**src/rtl/coa_enc_pkg.sv**
```systemverilog
// Shared definitions for the serial 8-to-3 encoder.
// Holds the request/code widths and the controller state enumeration
// used by serial_encoder_8to3 and its priority-encoder helper.
package coa_enc_pkg;

  localparam int NREQ   = 8;
  localparam int CODE_W = 3;

  // IDLE accepts a new request vector; EMIT drains it one code at a time.
  typedef enum logic {
    IDLE = 1'b0,
    EMIT = 1'b1
  } state_e;

endpackage

```
**src/rtl/prio_enc8.sv**
```systemverilog
// Combinational 8-bit priority encoder.
// Ports:
//   vec_i    : input vector, bit 7 has highest priority
//   idx_o    : index of the highest set bit (0 when vec_i is zero)
//   any_o    : at least one bit of vec_i is set
//   single_o : exactly one bit of vec_i is set
module prio_enc8
  import coa_enc_pkg::*;
(
  input  logic [NREQ-1:0]   vec_i,
  output logic [CODE_W-1:0] idx_o,
  output logic              any_o,
  output logic              single_o
);

  // Ascending scan so the highest set bit is the last (and winning) write.
  always_comb begin
    idx_o = '0;
    for (int i = 0; i < NREQ; i++) begin
      if (vec_i[i]) begin
        idx_o = CODE_W'(i);
      end
    end
  end

  // Clearing the lowest set bit leaves zero only when one bit was set.
  always_comb begin
    any_o    = |vec_i;
    single_o = any_o && ((vec_i & (vec_i - NREQ'(1))) == '0);
  end

endmodule

```
**src/rtl/serial_encoder_8to3.sv**
```systemverilog
// Serial 8-to-3 encoder.
// Accepts an 8-bit request vector and emits the index of every set bit,
// highest first, one per code handshake.  An all-zero vector produces a
// one-cycle 'none' pulse instead of any code.
// Ports:
//   clk        : clock, all state updates on the rising edge
//   rst_n      : synchronous active-low reset
//   req        : request vector, bit i requests code i
//   req_valid  : req is presented
//   req_ready  : block can accept a new vector (high in IDLE)
//   code       : index of the currently emitted request bit (0 when idle)
//   code_valid : code is valid
//   code_ready : downstream accepts code
//   code_last  : current code is the final one of the accepted vector
//   none       : one-cycle pulse, the accepted vector was all-zero
module serial_encoder_8to3 #(
  parameter int NREQ   = 8,
  parameter int CODE_W = 3
) (
  input  logic              clk,
  input  logic              rst_n,
  input  logic [NREQ-1:0]   req,
  input  logic              req_valid,
  output logic              req_ready,
  output logic [CODE_W-1:0] code,
  output logic              code_valid,
  input  logic              code_ready,
  output logic              code_last,
  output logic              none
);

  import coa_enc_pkg::*;

  state_e            state_q, state_d;
  logic [NREQ-1:0]   pending_q, pending_d;
  logic              none_q, none_d;

  logic [CODE_W-1:0] topIdx;
  logic              anySet;
  logic              singleSet;

  // The priority encoder always looks at the registered pending vector, so
  // every output below is a function of flops only.
  prio_enc8 u_prio (
    .vec_i    (pending_q),
    .idx_o    (topIdx),
    .any_o    (anySet),
    .single_o (singleSet)
  );

  // State register.
  always_ff @(posedge clk) begin
    if (!rst_n) begin
      state_q <= IDLE;
    end else begin
      state_q <= state_d;
    end
  end

  // Next-state logic: a nonzero vector starts emission, the handshake on the
  // last remaining bit returns to IDLE.
  always_comb begin
    state_d = state_q;
    unique case (state_q)
      IDLE: begin
        if (req_valid && (|req)) begin
          state_d = EMIT;
        end
      end
      EMIT: begin
        if (code_ready && singleSet) begin
          state_d = IDLE;
        end
      end
      default: state_d = IDLE;
    endcase
  end

  // Pending vector and none-pulse update.  In IDLE the vector is latched
  // as-is (a zero vector leaves pending empty and raises none); in EMIT each
  // accepted code knocks out the bit it reported.  req is ignored in EMIT.
  always_comb begin
    pending_d = pending_q;
    none_d    = 1'b0;
    if (state_q == IDLE) begin
      if (req_valid) begin
        pending_d = req;
        none_d    = ~(|req);
      end
    end else if (code_ready) begin
      pending_d = pending_q & ~(NREQ'(1) << topIdx);
    end
  end

  always_ff @(posedge clk) begin
    if (!rst_n) begin
      pending_q <= '0;
      none_q    <= 1'b0;
    end else begin
      pending_q <= pending_d;
      none_q    <= none_d;
    end
  end

  // Output decode from registered state; code is forced to zero when idle.
  always_comb begin
    req_ready  = (state_q == IDLE);
    code_valid = (state_q == EMIT) && anySet;
    code       = code_valid ? topIdx : '0;
    code_last  = code_valid && singleSet;
    none       = none_q;
  end

endmodule

```
**config.mk**
```make
export PLATFORM = sky130hd
export DESIGN_NAME = serial_encoder_8to3
export DESIGN_NICKNAME = d
export VERILOG_FILES = /design/src/rtl/coa_enc_pkg.sv /design/src/rtl/prio_enc8.sv /design/src/rtl/serial_encoder_8to3.sv
export SDC_FILE = /design/constraint.sdc
export NUM_CORES = 1
export LEC_CHECK = 0
export BUFFER_PORTS_ARGS = -buffer_cell sky130_fd_sc_hd__clkbuf_2
export CAP_MARGIN = 20
export CORE_AREA = 5 5 42 44
export DETAILED_ROUTE_END_ITERATION = 8
export DIE_AREA = 0 0 47 49
export GPL_TIMING_DRIVEN = 0
export PLACE_DENSITY = 0.79
export SKIP_LAST_GASP = 1
export SLEW_MARGIN = 20
export SYNTH_ARGS = -nofsm -noshare
export SYNTH_HDL_FRONTEND = slang
export SYNTH_SLANG_ARGS = --single-unit
```
**constraint.sdc**
```tcl
create_clock -name clk -period 2 [get_ports clk]
set_clock_uncertainty 0.05 [all_clocks]
set_input_delay 0.6 -clock clk [delete_from_list [all_inputs] [get_ports clk]]
set_output_delay 0.6 -clock clk [all_outputs]
set_load 0.01 [all_outputs]
```
# Word level (Yosys, flattened, before mapping)
# Cells that the tools add are included.
# totals
reg_bits,10
input_bits,12
out_inout_bits,7
word_cells,38
# op_classes
n_addsub,1
eq_ne,1
n_shift,1
mux,14
n_bitwise,7
reduce_logical,11
# op_table
operator,count
2-to-1 mux 8 bit,3
AND 8 bit,2
OR reduction 8 bit,2
2-to-1 mux 3 bit,5
logical NOT 8 bit,1
inverter 8 bit,1
left shift 1 x 3 -> 8 bit (first input constant),1
subtractor 8 x 1 -> 8 bit (second input constant),1
logical AND 1 bit,5
2-to-1 mux 2 bit,2
inverter 1 bit,4
2-to-1 mux 1 bit,3
OR reduction 3 bit,1
inequality test 2 bit (second input constant),1
one-hot mux 1 bit (2 select lines),1
AND reduction 2 bit,1
nonzero test 2 bit,1

# Depth between registers and ports, before layout
# logic_depth
ltp_word,12
depth_mapped,5
mapped_depth_nobuf,4

# Hierarchy
# A second synthesis with hierarchy kept.
# unflattened
hier_cells,70
hier_area_um2,604.3
# by_module_without_submodules
mod,instances,cells_per_inst,area_each_um2,seq_area_each_um2
serial_encoder_8to3,1,46,452.9,200.2
prio_enc8,1,24,151.4,0.0

# Least setup slack after synthesis
# OpenSTA, ideal clock, no wires.
# synth_timing
kind,reg-to-output
from,register pending_q[5]
to,output port code_last
arrival_ns,1.089
required_ns,1.350
setup_slack_ns,0.261
path_stages_with_launch,5
path_buffers,1
cell_sequence,dfxtp_1 > buf_6 > nor4_4 > xnor2_1 > nor4_2
# synth_between
elab_chain_len,5
elab_cells_between_ends,7
classes_between,add/sub: 1; bitwise: 1; reduce/logical: 5
# synth_lines
element,line_no,text
start: declaration,serial_encoder_8to3.sv:35,"logic [NREQ-1:0] pending_q, pending_d;"
start signal: assignment,serial_encoder_8to3.sv:100,pending_q <= pending_d;
subtractor 8 x 1 -> 8 bit,prio_enc8.sv:29,single_o = any_o && ((vec_i & (vec_i - NREQ'(1))) == '0);
AND 8 bit,prio_enc8.sv:29,
logical NOT 8 bit,prio_enc8.sv:29,
logical AND 1 bit,prio_enc8.sv:29,
logical AND 1 bit (*),serial_encoder_8to3.sv:110,code_last = code_valid && singleSet;
end: declaration,serial_encoder_8to3.sv:28,"output logic code_last,"
# Every way passes the cells marked *; elsewhere a longest branch is shown, timed or not.

# Worst setup path after layout
# layout_timing
from,register pending_q[7]
to,output port code_last
# Same word-level chain as after synthesis.

==> metrics.txt <==
DRT Pass-1 Iters=4; Nets=118; Clk Latency, worst-skew pair=0.27 ns; pin count of the biggest net entering global routing=11; # IOs=19; leakage=0.382 nW; violated checks=negative setup slack; Post-DRT Antenna Nets=0; reg2reg end=pending_q[3]; GRT Total Usage=17.8%; asr flop ratio synth=0%; max-slew violation count=0; die width=47 um; hold path startpoint=pending_q[3]; Seq cells post-synth=10; GP Congestion=0.842; Worst setup EP type=primary output; Min-Delay Path Class=reg -> reg; cts bufs inserted=3; final setup vio count=5; pwr dens=716 mW/mm2; Clock transition at path regs=0.07 ns; syn_area_per_cell=8.45 um2; crit path DAT=1.49 ns; max cap viols=0; share of cells above drive strength 1=47.6%; status=finished with violations; Max Fclk=468 MHz; met1 Use GR=22.6%; port buffer count=18; sequential fraction of the synthesis area=30.8%; max incr delay on CP=0.42 ns; Fin. Hold Viols=0; HPWL after detailed placement=1.23 mm; Distinct cells, synth=31; Largest delay share family, worst path=simple AND/OR/NAND/NOR gates; CP Capture Point=code_last; Worst Tran Pin Value=0.366 ns; most used routing layer in global routing=met2; Fill cells=123; FF-to-FF path depth=6; TritonCTS Sinks=10; final setup TNS=-0.508 ns; global-route wire length before repair=3.19 mm; Initial Util=46.4%; Avg WL per Cell=15.3 um; GR Overflow Total=0; synthesized area=651 um2; Avg Vias per Cell=6.02; vias in the first global route=725; Placeable Area=0.00140 mm2; CTS Buffer Depth=2; crit path max-delay cell type=nor4_4; Critical Path Start=pending_q[7]; worst-path cell chain=nor4_4 -> xnor2_2 -> nor4_2 -> clkbuf_2; Tcrit/Tclk final=107%; WL final=1.85 mm; Power, Total=0.000631 W; R2R Setup Slk=0.51 ns; Worst EP required=1.35 ns; Initial DRC Count=15; synth cell count leaders=dfxtp_1, a21oi_1, nand2_1, nor2_1; ys flop type=dfxtp_1; yosys warns=0; via count=729; Root Driver=clkbuf_4; DRC=0; worst r2r src=pending_q[7]; Die Area=0.00230 mm2; RSZ-0062 raised after global routing=yes; Max FO, Critical Path=5; CTS tree=yes; Critical Path Stages=4; H-Tree Level Count=1; Synth area leader=dfxtp_1; buffer and inverter count on the worst path=1; Syn Nets=89; setup ws final=-0.135 ns; Syn-to-layout area delta=35.4%; initial antenna violation count=0; # diodes=0; maximum VDD drop=0.440 mV; chip height=49 um; Core Rows=14; Critical Path Start Type=register; Slew HR=75.4%; Gate Count Post-Synth=77; largest cells by area after synthesis=dfxtp_1, a21boi_0, a22oi_1, a21oi_1, nor4_2; share of the synthesized area in the top cell type=30.8%; met2 Use GR=29.0%; final core utilization=62.9%; number of synthesized flops with an enable pin=0; GR Util met3=3.69%; most frequent cell after synthesis=dfxtp_1; Crit Path Class=reg -> out; min cycle time layout=2.14 ns
## through the flow
stage	setup WS [ns]	hold WS, ns	std cells	instance area [um2]
after floorplan	0.261	0.464	77	651
after global placement	0.0796	0.497	111	761
after detailed placement	0.0850	0.505	111	761
after CTS	-0.147	0.521	120	868
after global routing	-0.204	0.534	121	881
final	-0.135	0.491	121	881
## cells by family after synthesis
group	count (synthesis)	share of synthesized area, %
AOI/OAI and AO/OA	32	35.4
and+or+nand+nor	25	24.6
DFF	10	30.8
buffers and inverters	8	6.15
xor gates and xnor gates	1	1.35
muxes	1	1.73
## timing repair
| action | in CTS | in global routing |
|---|---|---|
| buffers inserted | 4 | 1 |
| hold buffers | 0 | 0 |
| gates cloned | 1 | 0 |
| endpoints found under the setup margin | 4 | 5 |
| resized for setup | 10 | 4 |
| hold endpoints to repair | 0 | 0 |
| pin swaps | 5 | 2 |
## placed cells by master (no fill, tap or decap), types with 3 or more instances in the layout
cell type	count
nor2_1	5
dfxtp_1	3
dfxtp_2	7
buf_2	3
clkbuf_2	18
a21oi_2	3
inv_1	4
buf_4	5
o21ai_0	4
nand2_1	5
a21boi_0	5
o21bai_1	3
a22oi_1	5
clkbuf_4	3
a21oi_1	3
## state kept, by name (all words and copies together), names as in the netlist
signal,flops
pending_q,8
none,1
state_q,1
## metal layers
metal | up-vias | wire length [um]
li1 | 351 | -
met1 | 345 | 779
met2 | 26 | 934
met3 | 7 | 81
met4 | 0 | 54
met5 | - | 0
## worst min path at each step
stage	to	slack, ns	cells after the start
after floorplan	pending_q[3]	0.46	2
after global placement	pending_q[3]	0.50	2
after detailed placement	pending_q[3]	0.50	2
after CTS	pending_q[2]	0.52	2
after global routing	pending_q[6]	0.53	2
final	pending_q[3]	0.49	2
## worst register-to-register path, cell delays in order (launching register included)
cell	delay [ns]
dfxtp_2	0.37
nor4_4	0.42
buf_4	0.18
buf_4	0.09
a21oi_1	0.05
o21ai_0	0.13
a21boi_0	0.09
## final cells by class
class | instances | area, um2 | area share, %
Inverter | 4 | 15.0 | 1.70
Timing Repair Buffer | 24 | 133 | 15.1
Clock buffer | 4 | 36.3 | 4.12
Tap cell | 16 | 20.0 | 2.27
Sequential cell | 10 | 209 | 23.7
Multi-Input combinational cell | 59 | 443 | 50.3
Buffer | 4 | 25.0 | 2.84
## power breakdown
| group | internal, W | switching (W) | total (W) |
|---|---|---|---|
| registers | 0.000214 | 0.0000215 | 0.000235 |
| logic | 0.000102 | 0.000108 | 0.000209 |
| clock network | 0.000111 | 0.0000760 | 0.000187 |
| total | 0.000426 | 0.000205 | 0.000631 |
No activity file was read; power rests on OpenSTA's default activity.
